===== config.mk =====
export PLATFORM = sky130hd
export DESIGN_NAME = mc_controller_flat
export DESIGN_NICKNAME = d
export VERILOG_FILES = /design/src/rtl/mc_pkg.sv /design/src/rtl/mc_if.sv /design/src/rtl/mc_aludec.sv /design/src/rtl/mc_controller.sv /design/src/flat_wrapper.sv
export SDC_FILE = /design/constraint.sdc
export NUM_CORES = 1
export LEC_CHECK = 0
export BUFFER_PORTS_ARGS = -buffer_cell sky130_fd_sc_hd__buf_4
export CORE_MARGIN = 1.5
export CORE_UTILIZATION = 25
export DETAILED_ROUTE_END_ITERATION = 12
export HOLD_SLACK_MARGIN = 0.1
export PLACE_DENSITY = 0.49
export SLEW_MARGIN = 0
export SYNTH_ARGS = -nofsm -noshare
export SYNTH_HDL_FRONTEND = slang
export SYNTH_SLANG_ARGS = --single-unit

===== constraint.sdc =====
create_clock -name clk -period 2.1 [get_ports clk]
set_input_delay 0.315 -clock clk [delete_from_list [all_inputs] [get_ports clk]]
set_output_delay 0.315 -clock clk [all_outputs]
set_load 0.01 [all_outputs]

===== src/rtl/mc_pkg.sv =====
// mc_pkg: state, opcode, funct and ALU encodings shared by the multicycle controller
package mc_pkg;
  typedef enum logic [3:0] {
    FETCH, DECODE, MEMADR, MEMREAD, MEMWB, MEMWRITE, EXECUTE,
    ALUWB, BRANCH, IMMEXEC, IMMWB, JUMP, HALT
  } statetype;
  localparam logic [5:0] RTYPE = 6'b000000;
  localparam logic [5:0] LW    = 6'b100011;
  localparam logic [5:0] SW    = 6'b101011;
  localparam logic [5:0] BEQ   = 6'b000100;
  localparam logic [5:0] BNE   = 6'b000101;
  localparam logic [5:0] ADDI  = 6'b001000;
  localparam logic [5:0] ORI   = 6'b001101;
  localparam logic [5:0] J     = 6'b000010;
  localparam logic [5:0] F_ADD = 6'b100000;
  localparam logic [5:0] F_SUB = 6'b100010;
  localparam logic [5:0] F_AND = 6'b100100;
  localparam logic [5:0] F_OR  = 6'b100101;
  localparam logic [5:0] F_SLT = 6'b101010;
  localparam logic [2:0] ALU_ADD = 3'b010;
  localparam logic [2:0] ALU_SUB = 3'b110;
  localparam logic [2:0] ALU_AND = 3'b000;
  localparam logic [2:0] ALU_OR  = 3'b001;
  localparam logic [2:0] ALU_SLT = 3'b111;
  function automatic statetype decode_op(input logic [5:0] op);
    return (op == LW || op == SW) ? MEMADR :
           op == RTYPE ? EXECUTE :
           (op == BEQ || op == BNE) ? BRANCH :
           (op == ADDI || op == ORI) ? IMMEXEC :
           op == J ? JUMP : HALT;
  endfunction
endpackage


===== src/rtl/mc_if.sv =====
// mc_if: controller <-> datapath bundle; master = controller (drives controls), slave = datapath
interface mc_if;
  import mc_pkg::*;
  logic [5:0] op;
  logic [5:0] funct;
  logic       zero;
  logic       mem_ready;
  logic       iord;
  logic       memwrite;
  logic       irwrite;
  logic       regdst;
  logic       memtoreg;
  logic       regwrite;
  logic       alusrca;
  logic [1:0] alusrcb;
  logic       zeroext;
  logic [2:0] alucontrol;
  logic [1:0] pcsrc;
  logic       pcen;
  logic       halted;
  logic [3:0] state_o;
  modport master (
    input  op, funct, zero, mem_ready,
    output iord, memwrite, irwrite, regdst, memtoreg, regwrite, alusrca,
           alusrcb, zeroext, alucontrol, pcsrc, pcen, halted, state_o
  );
  modport slave (
    output op, funct, zero, mem_ready,
    input  iord, memwrite, irwrite, regdst, memtoreg, regwrite, alusrca,
           alusrcb, zeroext, alucontrol, pcsrc, pcen, halted, state_o
  );
endinterface


===== src/rtl/mc_aludec.sv =====
// mc_aludec: R-type funct -> alucontrol (in: funct[6]; out: alucontrol[3], x for unlisted funct)
module mc_aludec
  import mc_pkg::*;
(
  input  logic [5:0] funct,
  output logic [2:0] alucontrol
);
  always_comb
    alucontrol = funct == F_ADD ? ALU_ADD :
                 funct == F_SUB ? ALU_SUB :
                 funct == F_AND ? ALU_AND :
                 funct == F_OR  ? ALU_OR  :
                 funct == F_SLT ? ALU_SLT : 3'bxxx;
endmodule


===== src/rtl/mc_controller.sv =====
// mc_controller: multicycle MIPS control FSM (clk, async active-low reset, mc_if.master m)
module mc_controller
  import mc_pkg::*;
(
  input logic   clk,
  input logic   reset,
  mc_if.master  m
);
  statetype   state, state_nx;
  logic [2:0] funct_alu;
  mc_aludec u_aludec (.funct(m.funct), .alucontrol(funct_alu));
  always_ff @(posedge clk or negedge reset)
    if (!reset) state <= FETCH;
    else state <= state_nx;
  always_comb begin
    state_nx = state;
    case (state)
      FETCH:    state_nx = m.mem_ready ? DECODE : FETCH;
      DECODE:   state_nx = decode_op(m.op);
      MEMADR:   state_nx = m.op == SW ? MEMWRITE : MEMREAD;
      MEMREAD:  state_nx = m.mem_ready ? MEMWB : MEMREAD;
      MEMWRITE: state_nx = m.mem_ready ? FETCH : MEMWRITE;
      EXECUTE:  state_nx = ALUWB;
      IMMEXEC:  state_nx = IMMWB;
      HALT:     state_nx = HALT;
      default:  state_nx = FETCH;
    endcase
    m.iord       = state == MEMREAD || state == MEMWRITE;
    m.memwrite   = reset && state == MEMWRITE;
    m.irwrite    = reset && state == FETCH && m.mem_ready;
    m.regdst     = state == ALUWB;
    m.memtoreg   = state == MEMWB;
    m.regwrite   = reset && (state == MEMWB || state == ALUWB || state == IMMWB);
    m.alusrca    = state inside {MEMADR, EXECUTE, BRANCH, IMMEXEC};
    m.alusrcb    = state == FETCH ? 2'b01 :
                   state == DECODE ? 2'b11 :
                   state inside {MEMADR, IMMEXEC} ? 2'b10 : 2'b00;
    // op is the instruction register, so IMMWB can still see ori without extra storage
    m.zeroext    = state inside {IMMEXEC, IMMWB} && m.op == ORI;
    m.alucontrol = state inside {FETCH, DECODE, MEMADR} ? ALU_ADD :
                   state == EXECUTE ? funct_alu :
                   state == BRANCH ? ALU_SUB :
                   state == IMMEXEC ? (m.op == ORI ? ALU_OR : ALU_ADD) : 3'b000;
    m.pcsrc      = state == BRANCH ? 2'b01 : state == JUMP ? 2'b10 : 2'b00;
    m.pcen       = reset && ((state == FETCH && m.mem_ready) ||
                             (state == BRANCH && (m.op == BNE ? !m.zero : m.zero)) ||
                             state == JUMP);
    m.halted     = state == HALT;
    m.state_o    = state;
  end
endmodule


===== src/flat_wrapper.sv =====
// flat-port wrapper written by rule: the top's interface ports become plain ports
module mc_controller_flat import mc_pkg::*;
  (clk, reset, m_op, m_funct, m_zero, m_mem_ready, m_iord, m_memwrite, m_irwrite, m_regdst, m_memtoreg, m_regwrite, m_alusrca, m_alusrcb, m_zeroext, m_alucontrol, m_pcsrc, m_pcen, m_halted, m_state_o);
  mc_if m_i ();
  input logic clk;
  input logic reset;
  input wire logic [$bits(m_i.op)-1:0] m_op;
  input wire logic [$bits(m_i.funct)-1:0] m_funct;
  input wire logic [$bits(m_i.zero)-1:0] m_zero;
  input wire logic [$bits(m_i.mem_ready)-1:0] m_mem_ready;
  output wire logic [$bits(m_i.iord)-1:0] m_iord;
  output wire logic [$bits(m_i.memwrite)-1:0] m_memwrite;
  output wire logic [$bits(m_i.irwrite)-1:0] m_irwrite;
  output wire logic [$bits(m_i.regdst)-1:0] m_regdst;
  output wire logic [$bits(m_i.memtoreg)-1:0] m_memtoreg;
  output wire logic [$bits(m_i.regwrite)-1:0] m_regwrite;
  output wire logic [$bits(m_i.alusrca)-1:0] m_alusrca;
  output wire logic [$bits(m_i.alusrcb)-1:0] m_alusrcb;
  output wire logic [$bits(m_i.zeroext)-1:0] m_zeroext;
  output wire logic [$bits(m_i.alucontrol)-1:0] m_alucontrol;
  output wire logic [$bits(m_i.pcsrc)-1:0] m_pcsrc;
  output wire logic [$bits(m_i.pcen)-1:0] m_pcen;
  output wire logic [$bits(m_i.halted)-1:0] m_halted;
  output wire logic [$bits(m_i.state_o)-1:0] m_state_o;
  assign m_i.op = m_op;
  assign m_i.funct = m_funct;
  assign m_i.zero = m_zero;
  assign m_i.mem_ready = m_mem_ready;
  assign m_iord = m_i.iord;
  assign m_memwrite = m_i.memwrite;
  assign m_irwrite = m_i.irwrite;
  assign m_regdst = m_i.regdst;
  assign m_memtoreg = m_i.memtoreg;
  assign m_regwrite = m_i.regwrite;
  assign m_alusrca = m_i.alusrca;
  assign m_alusrcb = m_i.alusrcb;
  assign m_zeroext = m_i.zeroext;
  assign m_alucontrol = m_i.alucontrol;
  assign m_pcsrc = m_i.pcsrc;
  assign m_pcen = m_i.pcen;
  assign m_halted = m_i.halted;
  assign m_state_o = m_i.state_o;
  mc_controller u_core (.clk(clk), .reset(reset), .m(m_i));
endmodule

==> impl_summary.log, run 1 <==
[metrics] minimum setup slack among reg-to-reg paths: 0.56 ns
[metrics] antenna-violating nets left: 0
[metrics] number of design rule violations left after detail routing: 0
[metrics] Distinct cells, synth: 38
[metrics] number of nets in the final layout: 155
[metrics] FF/Latch Area: 100 sq um
[metrics] relative slew slack: 76.9%
[metrics] die area: 0.00302 sq mm
[metrics] setup clock skew after layout: 0.00413 ns
[metrics] transition time of the tightest slew-check pin: 0.347 ns
[metrics] CTS tree: done
[metrics] outcome: completed
[metrics] proportion of synthesized chip area in sequential cells: 14.8%
[metrics] cells along the critical path: or2_4 -> nor2_4 -> or4b_1 -> o311ai_1 -> buf_4
[metrics] number of flip-flops under the largest register name: 4
[metrics] global-route usage over all layers: 16.5%
[metrics] Mean Syn Cell Area: 6.69 sq um
[metrics] root buf cell: sky130_fd_sc_hd__clkbuf_4
[metrics] final setup violation count: 0
[metrics] total detailed-routing wirelength: 2210 um
[metrics] depth of the worst register-to-register path: 4
[metrics] ratio of final minimum period to clock period: 96.3%
[metrics] number of diodes: 0
[metrics] iteration-0 DRC count of the detailed router: 19
[metrics] Pwr Density: 1120 mW/mm^2
[metrics] launch point of the worst hold path: m_mem_ready
[metrics] delay of the slowest critical-path stage: 0.44 ns
[metrics] number of buffers on the longest clock path: 2
[metrics] Worst R2R End: u_core.m.state_o[0]
[metrics] placer congestion estimate: 0.710
[metrics] clock group share of total power: 8.7%
[metrics] peak supply drop: 0.000675 V
[metrics] number of global-route vias before repair: 770
[metrics] hold depth: 3
[metrics] min cycle time layout: 2.02 ns
[metrics] clock sink count: 4
[metrics] initial standard-cell utilization of the core: 26.8%
[metrics] wire length on met2: 1020 um
[metrics] Rows: 18
[metrics] setup repair bufs after CTS: 0
[metrics] layout cells sized above 1: 37.2%
[metrics] nets in the synthesized netlist: 117
[metrics] maximum number of pins on one net before global-route repair: 19
[metrics] Vert. Die Dim: 55.0 um
[metrics] type of the worst min-delay path: input port to register
[metrics] Worst R2R Start: u_core.m.state_o[1]
[metrics] register clock-pin slew on the reported worst setup and hold paths: 0.04 ns
[metrics] Setup crit start kind: register
[metrics] share of total power consumed by net switching: 48.6%
[metrics] unrepaired setup endpoints after global routing: no
[metrics] Leakage Power: 0.459 nW
[metrics] Cells after Synth: 101
[metrics] met3 wirelength from detailed routing: 159 um
[metrics] part of the power in combinational logic: 80.1%
[metrics] post-placement cell count: 163
[metrics] H-tree level count: 1
[metrics] number of detailed-route iterations in the first pass: 4
[metrics] number of vias in the routed layout: 891
[metrics] Crit Path Max Fanout: 6
[metrics] critical setup path kind: register to primary output
[metrics] horizontal die dimension: 55.0 um
[metrics] mean number of vias per cell: 5.34
[metrics] initial antenna violation count: 0
[metrics] Mapped Area: 676 sq um
[metrics] routed wire length per instance: 13.2 um
[metrics] number of buffers created by CTS: 3
[metrics] final hold violations: 0
[metrics] maximum clock rate: 494 MHz
[metrics] aggregate global routing overflow: 0
[metrics] worst-skew pair later-pin latency: 0.24 ns
[metrics] required time at the endpoint of the critical path: 1.78 ns
[metrics] buffers added on ports: 36
[metrics] post-route met1 wirelength: 996 um
[metrics] number of flops mapped to enable cells by yosys: 0
[metrics] Top Metal Used: met4
[metrics] cell-internal power: 0.591 mW
[metrics] Warnings, synthesis: 0
[metrics] global-route wire length before repair: 3610 um
[metrics] area grow syn2layout: 52.0%
[metrics] area of combinational cells with multiple inputs: 527 sq um
[metrics] switching power: 0.559 mW
[metrics] end point of the worst hold path: u_core.m.state_o[0]
[metrics] Sequential Power Share: 11.2%
[metrics] Filler Cells Inserted: 282
[metrics] flops & latches, synth: 4
[metrics] slowest stage cell on the critical path: sky130_fd_sc_hd__or4b_1
[metrics] Critical Path Sink Type: primary output
[metrics] total count of max-transition violations in the final report: 0
[metrics] prevailing post-synth register cell: sky130_fd_sc_hd__dfrtp_1
[metrics] setup tns final: 0 ns
[metrics] placeable core area: 0.00252 sq mm
[metrics] Ports: 37
[metrics] Max Cap Viol: 0
[metrics] final HPWL from detailed placement: 1650 um
[metrics] final non-filler cell total: 167
[metrics] data arrival time of the worst path: 1.71 ns
[metrics] async set-or-reset flop fraction in the synthesized netlist: 100%
-- worst max-delay path: cells and delay by family (launching register included) --
kind	cells	cell delay (ns)
AOI/OAI and AO/OA	1	0.09
buffers and inverters	1	0.17
DFF	1	0.37
and+or+nand+nor	3	0.83
-- cell usage after synthesis (all sizes together), types with 2 or more instances --
library cell	number	area, sq um
a21oi	5	25.0
a22oi	3	22.5
a31oi	3	18.8
and3	2	12.5
buf	3	15.0
clkbuf	6	23.8
dfrtp	4	100
inv	6	22.5
nand2	6	22.5
nand2b	5	31.3
nand3	4	25.0
nand4	2	12.5
nor2	15	58.8
nor3	4	20.0
nor4	2	12.5
nor4b	4	50.1
o211ai	2	15.0
o21ai	5	25.0
o31a	2	17.5
o32ai	2	17.5
or2	2	12.5
or3	2	12.5
xnor2	2	17.5
-- metrics by stage --
stage	instance area, sq um	hold WS (ns)	utilization (%)	worst slack, ns	power, mW
6_report	1030	0.429	40.7	0.0768	1.15
5_1_grt	1030	0.436	40.7	0.00836	1.28
4_1_cts	1020	0.421	40.3	0.0251	1.14
3_5_place_dp	982	0.125	38.9	0.136	1.02
3_3_place_gp	982	0.125	38.9	0.165	1.03
2_1_floorplan	676	0.0194	-	0.238	0.666
-- how the worst max path moves through the flow --
| stage | startpoint | end | slack, ns | cells after the start |
|---|---|---|---|---|
| floorplan | u_core.m.state_o[1] | m_pcen | 0.24 | 5 |
| global placement | m_op[1] | m_pcen | 0.17 | 6 |
| CTS | u_core.m.state_o[2] | m_pcen | 0.03 | 5 |
| detailed placement | m_op[1] | m_pcen | 0.14 | 6 |
| global route | u_core.m.state_o[0] | m_alusrcb[1] | 0.008 | 5 |
| finish | u_core.m.state_o[1] | m_pcen | 0.08 | 5 |
-- kinds of logic after synthesis --
kind of cell,Yosys count,share of synthesized area (%)
AO/OA/AOI/OAI,28,28.7
flip-flops,4,14.8
buffers and inverters,15,9.07
AND/OR/NAND/NOR,51,43.5
XOR/XNOR,3,3.89
-- routing by layer --
metal	GRT usage, %	up-vias
met2	24.4	35
met5	0	-
met1	22.9	402
li1	-	450
met3	4.03	4
met4	6.10	0
-- area by class of cell --
type | instances | area share (%)
multi-input combinational | 82 | 51.3
timing repair buffer | 42 | 30.9
sequential | 4 | 9.74
tap | 30 | 3.65
clock buffer | 3 | 2.19
inverter | 6 | 2.19
-- power by group through the flow --
stage               logic (mW)  clock network (mW)  registers, mW
CTS                      0.913               0.104          0.127
global route              1.03               0.114          0.132
floorplan                0.503                   0          0.163
finish                   0.922              0.0998          0.129
global placement         0.899                   0          0.126
detailed placement       0.898                   0          0.126
-- layout by cell type, fill, tap and decap left out, types with 2 or more instances in the layout --
cell type | Yosys | layout
sky130_fd_sc_hd__a21oi_1 | 5 | 5
sky130_fd_sc_hd__a22oi_1 | 3 | 3
sky130_fd_sc_hd__a31oi_1 | 3 | 3
sky130_fd_sc_hd__and3_1 | 2 | 2
sky130_fd_sc_hd__buf_4 | 0 | 41
sky130_fd_sc_hd__clkbuf_4 | 0 | 3
sky130_fd_sc_hd__dfrtp_1 | 4 | 4
sky130_fd_sc_hd__inv_1 | 6 | 6
sky130_fd_sc_hd__nand2_1 | 6 | 6
sky130_fd_sc_hd__nand2b_1 | 5 | 3
sky130_fd_sc_hd__nand2b_2 | 0 | 2
sky130_fd_sc_hd__nand3_1 | 3 | 3
sky130_fd_sc_hd__nand4_1 | 2 | 2
sky130_fd_sc_hd__nor2_1 | 14 | 14
sky130_fd_sc_hd__nor3_1 | 4 | 4
sky130_fd_sc_hd__nor4_1 | 2 | 2
sky130_fd_sc_hd__nor4b_1 | 3 | 3
sky130_fd_sc_hd__o211ai_1 | 2 | 2
sky130_fd_sc_hd__o21ai_0 | 5 | 5
sky130_fd_sc_hd__o31a_1 | 2 | 2
sky130_fd_sc_hd__o32ai_1 | 2 | 2
sky130_fd_sc_hd__or3_1 | 2 | 2
sky130_fd_sc_hd__xnor2_1 | 2 | 2
-- what timing repair did --
action                     in CTS  in global routing
resized for setup               1                  3
hold endpoints to repair        4                  0
setup endpoints to repair       1                  2
hold buffers                    1                  0
Note: power is estimated with default switching activity, not from simulation.
==> run 2, diff against run 1 <==
--- a/config.mk
+++ b/config.mk
@@ -6,8 +6,8 @@
 export NUM_CORES = 1
 export LEC_CHECK = 0
 export BUFFER_PORTS_ARGS = -buffer_cell sky130_fd_sc_hd__buf_4
-export CORE_MARGIN = 1.5
 export CORE_UTILIZATION = 25
+export CTS_CLUSTER_DIAMETER = 120
 export DETAILED_ROUTE_END_ITERATION = 12
 export HOLD_SLACK_MARGIN = 0.1
 export PLACE_DENSITY = 0.49
==> constraint.sdc (replaced) <==
create_clock -name clk -period 2.5 [get_ports clk]
set_input_delay 0.375 -clock clk [delete_from_list [all_inputs] [get_ports clk]]
set_output_delay 0.375 -clock clk [all_outputs]
set_load 0.01 [all_outputs]
==> impl_summary.log, run 2 (same netlist as run 1, synthesis figures left out) <==
[metrics] slowest stage cell on the critical path: sky130_fd_sc_hd__dlygate4sd3_1
[metrics] worst-case hold slack: 0.485 ns (+0.0565 ns)
[metrics] final HPWL from detailed placement: 1650 um (+0.51%)
[metrics] number of buffers on the longest clock path: 2 (unchanged)
[metrics] initial antenna violation count: 0 (unchanged)
[metrics] number of global-route vias before repair: 782 (+1.6%)
[metrics] ratio of final minimum period to clock period: 91.8%
[metrics] cell repeated most along the worst path: sky130_fd_sc_hd__buf_4
[metrics] met3 wirelength from detailed routing: 104 um (-35%)
[metrics] cell-internal power: 0.479 mW (-19%)
[metrics] unrepaired setup endpoints after global routing: no
[metrics] Max Cap Viol: 0 (unchanged)
[metrics] aggregate global routing overflow: 0 (unchanged)
[metrics] number of diodes: 0 (unchanged)
[metrics] Sequential Power Share: 11.2% (about the same)
[metrics] setup tns final: 0 ns (unchanged)
[metrics] delay of the slowest critical-path stage: 0.53 ns (+0.09 ns)
[metrics] initial standard-cell utilization of the core: 26.8% (unchanged)
[metrics] most common cell after layout, fill and taps aside: sky130_fd_sc_hd__buf_4
[metrics] peak supply drop: 0.000575 V (-15%)
[metrics] Vert. Die Dim: 54.0 um (-1.8%)
[metrics] number of detailed-route iterations in the first pass: 4 (unchanged)
[metrics] cells along the critical path: dlygate4sd3_1 -> buf_4 -> inv_1 -> or4b_1 -> o311ai_1 -> buf_4
[metrics] Filler Cells Inserted: 272 (-3.5%)
[metrics] Setup crit start kind: input port
[metrics] register clock-pin slew on the reported worst setup and hold paths: 0.04 ns (about the same)
[metrics] global-route wire length before repair: 3680 um (+1.9%)
[metrics] Rows: 18 (unchanged)
[metrics] switching power: 0.454 mW (-19%)
[metrics] number of design rule violations left after detail routing: 0 (unchanged)
[metrics] mean number of vias per cell: 5.23 (-2.0%)
[metrics] CTS tree: done
[metrics] clock sink count: 4 (unchanged)
[metrics] global-route usage over all layers: 17.4% (+0.96 points)
[metrics] routed wire length per instance: 13.1 um (-0.90%)
[metrics] CTS hold repair buffers: 1 (unchanged)
[metrics] part of the power in combinational logic: 80.1% (about the same)
[metrics] post-route met1 wirelength: 1040 um (+4.7%)
[metrics] Crit Path Max Fanout: 7 (+1)
[metrics] share of total power consumed by net switching: 48.7% (+0.062 points)
[metrics] minimum setup slack among reg-to-reg paths: 0.93 ns (+0.37 ns)
[metrics] area of placed instances: 975 sq um (-0.76%)
[metrics] wire length on met2: 1020 um (-0.39%)
[metrics] clock group share of total power: 8.7% (about the same)
[metrics] transition time of the tightest slew-check pin: 0.349 ns (+0.00152 ns)
[metrics] root buf cell: sky130_fd_sc_hd__clkbuf_4
[metrics] layout cells sized above 1: 34.6% (-2.7 points)
[metrics] final setup violation count: 0 (unchanged)
[metrics] number of buffers created by CTS: 3 (unchanged)
[metrics] iteration-0 DRC count of the detailed router: 14 (-5)
[metrics] Pwr Density: 926 mW/mm^2 (-17%)
[metrics] required time at the endpoint of the critical path: 2.12 ns (+0.34 ns)
[metrics] min cycle time layout: 2.29 ns
[metrics] H-tree level count: 1 (unchanged)
[metrics] number of nets in the final layout: 154 (-0.65%)
[metrics] type of the worst min-delay path: input port to async pin
[metrics] total detailed-routing wirelength: 2180 um (-1.5%)
[metrics] maximum clock rate: 436 MHz
[metrics] die area: 0.00291 sq mm (-3.6%)
[metrics] horizontal die dimension: 54.0 um (-1.8%)
[metrics] antenna-violating nets left: 0 (unchanged)
[metrics] data arrival time of the worst path: 1.92 ns (+0.21 ns)
[metrics] outcome: completed
[metrics] source of the critical timing path: reset
[metrics] number of flip-flops under the largest register name: 4 (unchanged)
[metrics] cts repair resizes: 0 (-1)
[metrics] setup clock skew after layout: 0.00152 ns (-0.00261 ns)
[metrics] most frequent cells in the layout: 40 x sky130_fd_sc_hd__buf_4, 14 x sky130_fd_sc_hd__nor2_1, 6 x sky130_fd_sc_hd__nand2_1, 6 x sky130_fd_sc_hd__inv_1
[metrics] post-route cell area: 0.00101 sq mm (-1.9%)
[metrics] area of combinational cells with multiple inputs: 514 sq um (-2.4%)
[metrics] final hold violations: 0 (unchanged)
[metrics] area grow syn2layout: 49.1%
[metrics] critical setup path kind: input port to primary output
[metrics] Leakage Power: 0.452 nW (-1.6%)
[metrics] Ports: 37 (unchanged)
[metrics] FF/Latch Area: 100 sq um (unchanged)
[metrics] relative slew slack: 76.4% (-0.43 points)
[metrics] placeable core area: 0.00252 sq mm (unchanged)
[metrics] setup repair bufs after CTS: 0 (unchanged)
[metrics] Worst R2R Start: u_core.m.state_o[1]
[metrics] number of vias in the routed layout: 868 (-2.6%)
[metrics] worst-skew pair later-pin latency: 0.24 ns (about the same)
[metrics] buffers added on ports: 36 (unchanged)
[metrics] Critical Path Sink Type: primary output
[metrics] placer congestion estimate: 0.689 (-2.9%)
[metrics] maximum number of pins on one net before global-route repair: 19 (unchanged)
[metrics] Top Metal Used: met4
[metrics] total count of max-transition violations in the final report: 0 (unchanged)
run 2: layer usage:
metal,track usage (%),up-vias
met4,5.56,0
met3,3.39,3
met5,0,-
met2,28.8,28
met1,22.4,392
li1,-,445
run 2: path summary, 6_finish.rpt:
kind	cells past startpoint	to
worst max-delay path	6	m_pcen
worst min-delay path	2	u_core.m.state_o[0]
worst max register to register	4	u_core.m.state_o[0]
worst min register to register	2	u_core.m.state_o[3]
max in group asynchronous	2	u_core.m.state_o[3]
min in group clk	3	u_core.m.state_o[2]
run 2: power groups by stage:
| stage | clock [mW] | sequential (mW) | combinational (mW) |
|---|---|---|---|
| finish | 0.0810 | 0.104 | 0.747 |
| CTS | 0.0835 | 0.104 | 0.759 |
| global placement | 0 | 0.103 | 0.755 |
| floorplan | 0 | 0.137 | 0.423 |
| global route | 0.0904 | 0.109 | 0.836 |
| detailed placement | 0 | 0.105 | 0.753 |
run 2: critical path: cells and delay by family:
family	cells	cell delay (ns)
compound gates	1	0.09
buf+inv	4	0.93
simple gates	1	0.52
run 2: per-stage QoR:
| step | setup WS (ns) | std cells | utilization, % | power [mW] |
|---|---|---|---|---|
| 2_1_floorplan | 0.578 | 101 | - | 0.560 |
| 4_1_cts | 0.196 | 166 | 39.9 | 0.946 |
| 6_report | 0.206 | 166 | 39.9 | 0.932 |
| 3_5_place_dp | 0.342 | 162 | 38.6 | 0.858 |
| 5_1_grt | 0.128 | 166 | 39.9 | 1.04 |
| 3_3_place_gp | 0.379 | 162 | 38.6 | 0.859 |
run 2: final cells by class:
cell class	instances	share of cell area, %
multi-input cells	82	51.1
well taps	30	3.73
inverters	6	2.24
repair buffers	41	30.8
clock buffers	3	2.24
flip-flops and latches	4	9.94
==> run 3, diff against run 2 <==
--- a/config.mk
+++ b/config.mk
@@ -5,7 +5,7 @@
 export SDC_FILE = /design/constraint.sdc
 export NUM_CORES = 1
 export LEC_CHECK = 0
-export BUFFER_PORTS_ARGS = -buffer_cell sky130_fd_sc_hd__buf_4
+export BUFFER_PORTS_ARGS = -buffer_cell sky130_fd_sc_hd__buf_2
 export CORE_UTILIZATION = 25
 export CTS_CLUSTER_DIAMETER = 120
 export DETAILED_ROUTE_END_ITERATION = 12
==> impl_summary.log, run 3 (same netlist as run 1, synthesis figures left out) <==
[metrics] outcome: completed
[metrics] placer congestion estimate: 0.742 (+7.6%)
[metrics] area grow syn2layout: 35.7%
[metrics] CTS hold repair buffers: 1 (unchanged)
[metrics] cells along the critical path: dlygate4sd3_1 -> buf_2 -> inv_1 -> or4b_1 -> o311ai_1 -> buf_2
[metrics] root buf cell: sky130_fd_sc_hd__clkbuf_4
[metrics] clock sink count: 4 (unchanged)
[metrics] relative slew slack: 77.4% (+0.93 points)
[metrics] Max Cap Viol: 0 (unchanged)
[metrics] CTS tree: done
[metrics] Vert. Die Dim: 54.0 um (unchanged)
[metrics] FF/Latch Area: 100 sq um (unchanged)
[metrics] final HPWL from detailed placement: 1570 um (-4.9%)
[metrics] placeable core area: 0.00252 sq mm (unchanged)
[metrics] transition time of the tightest slew-check pin: 0.335 ns (-0.0137 ns)
[metrics] share of total power consumed by net switching: 51.6% (+2.9 points)
[metrics] mean number of vias per cell: 5.25 (+0.46%)
[metrics] cell repeated most along the worst path: sky130_fd_sc_hd__buf_2
[metrics] data arrival time of the worst path: 1.95 ns (+0.03 ns)
[metrics] cell-internal power: 0.413 mW (-14%)
[metrics] cts repair resizes: 0 (unchanged)
[metrics] antenna-violating nets left: 0 (unchanged)
[metrics] Rows: 18 (unchanged)
[metrics] iteration-0 DRC count of the detailed router: 14 (unchanged)
[metrics] number of flip-flops under the largest register name: 4 (unchanged)
[metrics] maximum clock rate: 431 MHz (-1.1%)
[metrics] global-route wire length before repair: 3240 um (-12%)
[metrics] type of the worst min-delay path: input port to async pin
[metrics] min cycle time layout: 2.32 ns (+0.0266 ns)
[metrics] initial antenna violation count: 0 (unchanged)
[metrics] part of the power in combinational logic: 78.9% (-1.2 points)
[metrics] number of global-route vias before repair: 722 (-7.7%)
[metrics] setup clock skew after layout: 0.00310 ns (+0.00158 ns)
[metrics] clock group share of total power: 9.1% (+0.4 points)
[metrics] worst-skew pair later-pin latency: 0.23 ns (about the same)
[metrics] aggregate global routing overflow: 0 (unchanged)
[metrics] number of design rule violations left after detail routing: 0 (unchanged)
[metrics] unrepaired setup endpoints after global routing: no
[metrics] Leakage Power: 0.435 nW (-3.7%)
[metrics] delay of the slowest critical-path stage: 0.52 ns (about the same)
[metrics] number of buffers on the longest clock path: 2 (unchanged)
[metrics] Critical Path Sink Type: primary output
[metrics] number of vias in the routed layout: 872 (+0.46%)
[metrics] total count of max-transition violations in the final report: 0 (unchanged)
[metrics] global-route usage over all layers: 15.1% (-2.3 points)
[metrics] layout cells sized above 1: 34.6% (unchanged)
[metrics] required time at the endpoint of the critical path: 2.12 ns (about the same)
[metrics] switching power: 0.440 mW (-3.0%)
[metrics] core occupancy in the finished layout: 36.4% (-3.6 points)
[metrics] number of diodes: 0 (unchanged)
[metrics] Stages on worst setup path: 6 (unchanged)
[metrics] register clock-pin slew on the reported worst setup and hold paths: 0.04 ns (about the same)
[metrics] slowest stage cell on the critical path: sky130_fd_sc_hd__dlygate4sd3_1
[metrics] initial standard-cell utilization of the core: 26.8% (unchanged)
[metrics] ratio of final minimum period to clock period: 92.8% (+1.1 points)
[metrics] total detailed-routing wirelength: 2080 um (-4.6%)
[metrics] Pwr Density: 930 mW/mm^2 (+0.49%)
[metrics] Ports: 37 (unchanged)
[metrics] maximum number of pins on one net before global-route repair: 19 (unchanged)
[metrics] area of combinational cells with multiple inputs: 514 sq um (unchanged)
[metrics] peak supply drop: 0.000449 V (-22%)
[metrics] Crit Path Max Fanout: 7 (unchanged)
[metrics] final hold violations: 0 (unchanged)
[metrics] setup tns final: 0 ns (unchanged)
[metrics] Sequential Power Share: 12.0% (+0.8 points)
[metrics] Filler Cells Inserted: 288 (+5.9%)
[metrics] total buffers and inverters traversed by the critical path: 4 (unchanged)
[metrics] number of nets in the final layout: 154 (unchanged)
[metrics] depth of the worst register-to-register path: 4 (unchanged)
[metrics] horizontal die dimension: 54.0 um (unchanged)
[metrics] most common cell after layout, fill and taps aside: sky130_fd_sc_hd__buf_2
[metrics] most frequent cells in the layout: 36 x sky130_fd_sc_hd__buf_2, 14 x sky130_fd_sc_hd__nor2_1, 6 x sky130_fd_sc_hd__nand2_1, 6 x sky130_fd_sc_hd__inv_1
[metrics] final setup violation count: 0 (unchanged)
[metrics] setup repair bufs after CTS: 0 (unchanged)
[metrics] critical setup path kind: input port to primary output
[metrics] Setup crit start kind: input port
[metrics] routed wire length per instance: 12.5 um (-4.6%)
[metrics] number of detailed-route iterations in the first pass: 4 (unchanged)
[metrics] buffers added on ports: 36 (unchanged)
[metrics] number of buffers created by CTS: 3 (unchanged)
[metrics] die area: 0.00291 sq mm (unchanged)
[metrics] H-tree level count: 1 (unchanged)
[metrics] family of cells with the greatest summed delay on the critical path: buffers and inverters
-- run 3: cell count changes in the layout (fill, tap and decap cells not counted) --
cell and change:
sky130_fd_sc_hd__buf_2 +36, sky130_fd_sc_hd__buf_4 -36
-- run 3: worst register-to-register path: cells and delay by family (launching register included) --
family,cells,cell delay (ns)
simple gates,2,0.73
flops,1,0.36
buf+inv,1,0.19
compound gates,1,0.17
-- run 3: final timing paths --
kind | slack (ns) | from | end
min in group clk | 0.54 | m_mem_ready | u_core.m.state_o[0]
max in group asynchronous | 1.85 | reset | u_core.m.state_o[2]
min | 0.50 | reset | u_core.m.state_o[0]
max reg2reg | 0.98 | u_core.m.state_o[1] | u_core.m.state_o[0]
min reg2reg | 0.65 | u_core.m.state_o[1] | u_core.m.state_o[3]
max | 0.18 | reset | m_pcen
-- run 3: area by class of cell --
type	count	share of cell area, %
tap	30	4.09
sequential	4	10.9
clock buffer	3	2.46
multi-input combinational	82	56.1
timing repair buffer	41	24.0
inverter	6	2.46
-- run 3: metal layers --
metal / vias up / GRT usage, % / wire, um
met5: - / 0 / 0
met1: 399 / 20.3 / 1030
met4: 0 / 3.85 / 13
met3: 2 / 2.54 / 102
met2: 28 / 24.9 / 928
li1: 443 / - / -
-- run 3: power groups by stage --
stage | Combinational [mW] | Clock, mW | Sequential, mW
after floorplan | 0.423 | 0 | 0.137
after global placement | 0.676 | 0 | 0.104
after detailed placement | 0.678 | 0 | 0.104
after CTS | 0.680 | 0.0806 | 0.103
after global routing | 0.758 | 0.0851 | 0.106
final | 0.673 | 0.0773 | 0.103
-- run 3: metrics by stage --
step / hold WS [ns] / area, sq um / setup WS, ns / total power [mW] / instances
4_1_cts: 0.501 / 917 / 0.160 / 0.863 / 166
6_report: 0.500 / 917 / 0.179 / 0.853 / 166
3_5_place_dp: 0.209 / 885 / 0.340 / 0.781 / 162
2_1_floorplan: 0.0794 / 676 / 0.578 / 0.560 / 101
3_3_place_gp: 0.206 / 885 / 0.376 / 0.779 / 162
5_1_grt: 0.510 / 917 / 0.0907 / 0.949 / 166
